**src/rtl/spi_frame_deserializer.sv**
```systemverilog
// SPI receive front-end: synchronises SCLK/MISO into CLK_40, assembles words,
// groups them into channel-tagged frames and presents them on valid/ready.
`timescale 1ns/1ps

module spi_frame_deserializer #(
    parameter int WORD_W      = 8,
    parameter int FRAME_WORDS = 3,
    parameter int NUM_CH      = 2,
    parameter int SYNC_STAGES = 2,
    parameter int MSB_FIRST   = 1,
    parameter int TIMEOUT_CYC = 4000,
    localparam int CH_W       = (NUM_CH > 1) ? $clog2(NUM_CH) : 1
) (
    input  logic              CLK_40,
    input  logic              reset,
    input  logic              SPI_clk_CDC,
    input  logic              MISO_CDC,
    input  logic              chip_select,
    input  logic [CH_W-1:0]   ch_sel,
    output logic [WORD_W-1:0] word_data,
    output logic [CH_W-1:0]   word_ch,
    output logic              word_last,
    output logic              word_valid,
    input  logic              word_ready,
    output logic              spi_rise,
    output logic              frame_done,
    output logic              overrun,
    output logic              timeout_err
);

    // state  | meaning
    // IDLE   | no frame in progress, counters held at 0, waits for chip_select low
    // ACTIVE | shifting bits in on synchronised SCLK rising edges, timeout armed
    // EMIT   | one cycle: hand the completed word to the output register
    localparam logic [1:0] S_IDLE   = 2'd0;
    localparam logic [1:0] S_ACTIVE = 2'd1;
    localparam logic [1:0] S_EMIT   = 2'd2;

    localparam int BC_W = (WORD_W > 1) ? $clog2(WORD_W) : 1;
    localparam int WC_W = $clog2(FRAME_WORDS) + 1;
    localparam int TM_W = (TIMEOUT_CYC > 1) ? $clog2(TIMEOUT_CYC) : 1;

    localparam logic [BC_W-1:0] LAST_BIT  = BC_W'(WORD_W - 1);
    localparam logic [BC_W-1:0] BC_ONE    = BC_W'(1);
    localparam logic [WC_W-1:0] LAST_WORD = WC_W'(FRAME_WORDS - 1);
    localparam logic [WC_W-1:0] WC_ONE    = WC_W'(1);
    localparam logic [TM_W-1:0] TM_LOAD   = TM_W'(TIMEOUT_CYC - 1);
    localparam logic [TM_W-1:0] TM_ONE    = TM_W'(1);

    logic [SYNC_STAGES-1:0] r_sclk_sync;
    logic [SYNC_STAGES-1:0] r_miso_sync;
    logic                   r_sclk_d;

    logic [1:0]             r_state;
    logic [BC_W-1:0]        r_bit_cnt;
    logic [WC_W-1:0]        r_word_cnt;
    logic [TM_W-1:0]        r_timer;
    logic [WORD_W-1:0]      r_shift;
    logic [CH_W-1:0]        r_ch_q;

    logic [WORD_W-1:0]      r_word_data;
    logic [CH_W-1:0]        r_word_ch;
    logic                   r_word_last;
    logic                   r_word_valid;
    logic                   r_spi_rise;
    logic                   r_frame_done;
    logic                   r_overrun;
    logic                   r_timeout_err;

    logic                   w_sclk_s;
    logic                   w_miso_s;
    logic                   w_edge;
    logic                   w_out_free;
    logic                   w_accept;
    logic                   w_is_last;
    logic [WORD_W-1:0]      w_shift_next;

    assign w_sclk_s   = r_sclk_sync[SYNC_STAGES-1];
    assign w_miso_s   = r_miso_sync[SYNC_STAGES-1];
    assign w_edge     = w_sclk_s & ~r_sclk_d;
    assign w_accept   = r_word_valid & word_ready;
    assign w_out_free = ~r_word_valid | word_ready;
    assign w_is_last  = (r_word_cnt == LAST_WORD);

    generate
        if (MSB_FIRST != 0) begin : g_msb_first
            assign w_shift_next = {r_shift[WORD_W-2:0], w_miso_s};
        end else begin : g_lsb_first
            assign w_shift_next = {w_miso_s, r_shift[WORD_W-1:1]};
        end
    endgenerate

    // Both chains have identical depth so the data bit stays aligned with its clock edge.
    always_ff @(posedge CLK_40) begin
        if (reset) begin
            r_sclk_sync <= '0;
            r_miso_sync <= '0;
            r_sclk_d    <= 1'b0;
        end else begin
            r_sclk_sync <= {r_sclk_sync[SYNC_STAGES-2:0], SPI_clk_CDC};
            r_miso_sync <= {r_miso_sync[SYNC_STAGES-2:0], MISO_CDC};
            r_sclk_d    <= w_sclk_s;
        end
    end

    always_ff @(posedge CLK_40) begin
        if (reset) begin
            r_state       <= S_IDLE;
            r_bit_cnt     <= '0;
            r_word_cnt    <= '0;
            r_timer       <= '0;
            r_shift       <= '0;
            r_ch_q        <= '0;
            r_word_data   <= '0;
            r_word_ch     <= '0;
            r_word_last   <= 1'b0;
            r_word_valid  <= 1'b0;
            r_spi_rise    <= 1'b0;
            r_frame_done  <= 1'b0;
            r_overrun     <= 1'b0;
            r_timeout_err <= 1'b0;
        end else begin
            r_spi_rise    <= w_edge;
            r_frame_done  <= 1'b0;
            r_timeout_err <= 1'b0;
            if (w_accept) begin
                r_word_valid <= 1'b0;
            end

            case (r_state)
                S_IDLE: begin
                    r_bit_cnt  <= '0;
                    r_word_cnt <= '0;
                    if (!chip_select) begin
                        r_state <= S_ACTIVE;
                        r_ch_q  <= ch_sel;
                        r_timer <= TM_LOAD;
                    end
                end

                S_ACTIVE: begin
                    if (chip_select) begin
                        r_state    <= S_IDLE;
                        r_bit_cnt  <= '0;
                        r_word_cnt <= '0;
                    end else if (w_edge) begin
                        r_shift <= w_shift_next;
                        r_timer <= TM_LOAD;
                        if (r_bit_cnt == LAST_BIT) begin
                            r_bit_cnt <= '0;
                            r_state   <= S_EMIT;
                        end else begin
                            r_bit_cnt <= r_bit_cnt + BC_ONE;
                        end
                    end else if (r_timer == '0) begin
                        r_timeout_err <= 1'b1;
                        r_state       <= S_IDLE;
                        r_bit_cnt     <= '0;
                        r_word_cnt    <= '0;
                    end else begin
                        r_timer <= r_timer - TM_ONE;
                    end
                end

                S_EMIT: begin
                    // The first bit of the next word may already arrive here; the
                    // load below still sees the completed word from before the shift.
                    r_timer <= TM_LOAD;
                    if (w_edge) begin
                        r_shift   <= w_shift_next;
                        r_bit_cnt <= r_bit_cnt + BC_ONE;
                    end

                    if (w_out_free) begin
                        r_word_data  <= r_shift;
                        r_word_ch    <= r_ch_q;
                        r_word_last  <= w_is_last;
                        r_word_valid <= 1'b1;
                        if (w_is_last) begin
                            r_frame_done <= 1'b1;
                        end
                    end else begin
                        r_overrun <= 1'b1;
                    end

                    if (w_is_last) begin
                        r_word_cnt <= '0;
                        r_state    <= S_IDLE;
                    end else begin
                        r_word_cnt <= r_word_cnt + WC_ONE;
                        r_state    <= S_ACTIVE;
                    end
                end

                default: begin
                    r_state    <= S_IDLE;
                    r_bit_cnt  <= '0;
                    r_word_cnt <= '0;
                end
            endcase
        end
    end

    assign word_data   = r_word_data;
    assign word_ch     = r_word_ch;
    assign word_last   = r_word_last;
    assign word_valid  = r_word_valid;
    assign spi_rise    = r_spi_rise;
    assign frame_done  = r_frame_done;
    assign overrun     = r_overrun;
    assign timeout_err = r_timeout_err;

endmodule
```
**config.mk**
```make
export PLATFORM = sky130hd
export DESIGN_NAME = spi_frame_deserializer
export DESIGN_NICKNAME = d
export VERILOG_FILES = /design/src/rtl/spi_frame_deserializer.sv
export SDC_FILE = /design/constraint.sdc
export NUM_CORES = 1
export LEC_CHECK = 0
export CORE_ASPECT_RATIO = 1.5
export CORE_MARGIN = 8
export CORE_UTILIZATION = 40
export CTS_BUF_LIST = sky130_fd_sc_hd__clkbuf_16
export CTS_CLUSTER_SIZE = 30
export DETAILED_ROUTE_END_ITERATION = 10
export PLACE_DENSITY = 0.64
export SLEW_MARGIN = 20
export SYNTH_ARGS = -nofsm -noshare
export SYNTH_HDL_FRONTEND = slang
export SYNTH_SLANG_ARGS = --single-unit
```
**constraint.sdc**
```tcl
create_clock -name CLK_40 -period 1.9 [get_ports CLK_40]
set_input_delay 0.57 -clock CLK_40 [delete_from_list [all_inputs] [get_ports CLK_40]]
set_output_delay 0.57 -clock CLK_40 [all_outputs]
set_load 0.1 [all_outputs]
```
==> results_dict.tcl <==
set metrics [dict create \
    nFillCells 522 \
    dr.pass1.iters 4 \
    wl_per_cell_um 15.3 \
    vdd_drop_max_mv 0.599 \
    layout-drive-gt1-share_pct 26.9 \
    die-height_um 110 \
    num_io_pins 22 \
    highest_layer "met4" \
    critical_path_class "primary input to register" \
    first_iter_violations 126 \
    met1_length_um 2540 \
    power_mw 3.15 \
    post-route-min-period_ns 1.88 \
    dp.final_hpwl_um 4280 \
    first_global_vias 2099 \
    cts_max_path_buffers 2 \
    slew_viol_final 0 \
    antenna_found_initial 0 \
    fmax_mhz 533 \
    nets 319 \
    outcome "complete, no violations" \
    fp.dieW_um 78.4 \
    route.met2.wl_um 2980 \
    worstHoldPathType "register to register" \
    clock_latency_ns 0.29 \
    critPathRequiredTime_ns 2.06 \
    rsz0062_at_grt "yes" \
    slew_headroom_pct 56.0 \
    portBuffers 21 \
    synth.distinct_cells 52 \
    cts_max_level 2 \
    syn_nets 273 \
    ys_async_sr_fraction_pct 0 \
    start_util_pct 40.7 \
    crit_path_start_kind "primary input" \
    synth-warning-count 0 \
    drc 0 \
    synth_seq_cells 49 \
    leakagePower_nw 1.41 \
    postRouteAntennaNets 0 \
    worst_clock_skew_ns 0.00943 \
    arrival_ns 2.04 \
    regArea_um2 986 \
    avgSynthCellArea_um2 9.05 \
    grt_overflow 0 \
    core_area_um2 5740 \
    drt-total-wl_um 5760 \
    clkTransAtPathRegs_ns 0.07 \
    cts_hold_buf 0 \
    drv_cap 0 \
    synth_enable_flop_cells 0 \
    hold_viol_final 0 \
    cts_root_buf "clkbuf_16" \
    holdWs_ns 0.444 \
    wl_met3_um 149 \
    p_per_area_nw_per_um2 979 \
    syn_area_um2 2330 \
    layout_common_cells "dfxtp_1, nor2_1, buf_4, mux2i_1" \
    setup_violations 0 \
    vias 2043 \
    grt_max_degree 16 \
    layout_commonest_cell "dfxtp_1" \
    die-area_um2 8590 \
    numCtsBuffers 5 \
    via_per_inst 5.42 \
    place_congestion 0.865 \
    yosysSeqAreaShare_pct 42.0 \
    area_growth_pct 37.7 \
    tightest_slew_ns 0.659 \
    cp-end-kind "register" \
    critPathMaxFanout 5 \
    num_antenna_cells 0 \
    multiInputGateArea_um2 1330 \
    grtUsageTotal_pct 13.8 \
    fin_util_pct 56.0 \
    rows 34 \
    layout_worst_path_cycle_share_pct 98.8 \
    netlist_instances 258 \
    clock-sinks 49 \
    cts_tree "done" \
    synth_top_flop_cell "dfxtp_1" \
    grt_pass1_wl_um 9800 \
]
-- critical path, stage by stage --
cell and delay [ns]:
clkdlybuf4s50_1 0.51, nor2b_2 0.30, nand2_1 0.17, o311ai_0 0.35
o31ai_1 0.14
-- where the power goes --
part / switching (mW) / internal [mW] / total, mW
Sequential: 0.0949 / 1.12 / 1.21
Clock: 0.390 / 0.484 / 0.874
Combinational: 0.563 / 0.501 / 1.06
-- cells by family after synthesis --
family,Yosys count,share of synthesized area (%)
buffers and inverters,24,4.29
adders and majority gates,8,4.29
muxes,25,10.8
DFF,49,42.0
AOI/OAI and AO/OA,46,14.7
and+or+nand+nor,106,24.0
-- cells in the mapped netlist (all sizes together) (4+ instances only) --
master / instances / area [um^2]
a21oi: 9 / 45.0
inv: 9 / 33.8
dfxtp: 49 / 981
nor2b: 11 / 68.8
or3: 4 / 26.3
nor2: 37 / 139
clkbuf: 11 / 41.3
nand3: 4 / 20.0
ha: 8 / 100
buf: 4 / 25.0
nor4: 5 / 31.3
nand2: 17 / 63.8
o21ai: 8 / 47.6
mux2i: 24 / 240
nor3: 6 / 30.0
o311ai: 4 / 35.0
-- metrics by stage --
step	cell area, um^2	cells	TNS (ns)	setup slack, ns
final	3220	377	0	0.0237
after global routing	3220	377	-0.123	-0.0423
after global placement	2970	367	-4.40	-0.223
after floorplan	2340	258	0	0.00886
after CTS	3130	376	0	0.0253
after detailed placement	2970	367	-5.13	-0.291
-- sequential cells by signal, summed over array words and instances (netlist names), 2 cells and up --
signal / cells
r_state: 2
word_data: 8
r_bit_cnt: 3
r_miso_sync: 2
r_word_cnt: 3
r_sclk_sync: 2
r_shift: 8
r_timer: 12
-- cell type report --
cell class / instances / area share [%]
Clock inverter: 3 / 0.545
Sequential cell: 49 / 30.7
Inverter: 9 / 1.05
Clock buffer: 5 / 3.89
Tap cell: 72 / 2.80
Multi-Input combinational cell: 185 / 41.2
Timing Repair Buffer: 54 / 19.8
-- routing by layer --
layer  global-route usage [%]  up-vias
li1                         -     1027
met1                     15.5      969
met2                     25.7       40
met3                     2.29        7
met4                     4.65        0
met5                        0        -
-- final timing paths --
path	start	to	slack [ns]	cells past startpoint
max	chip_select	r_timer[4]	0.02	5
min reg2reg	r_sclk_sync[0]	r_sclk_sync[1]	0.44	1
max reg2reg	r_state[1]	r_timer[10]	0.06	7
min	r_sclk_sync[0]	r_sclk_sync[1]	0.44	1
-- timing repair --
item,CTS,global route
setup buffers,1,1
endpoints found under the setup margin,4,21
cloned,0,0
pin swaps,1,7
resized for setup,5,17
Note: power is estimated with default switching activity, not from simulation.
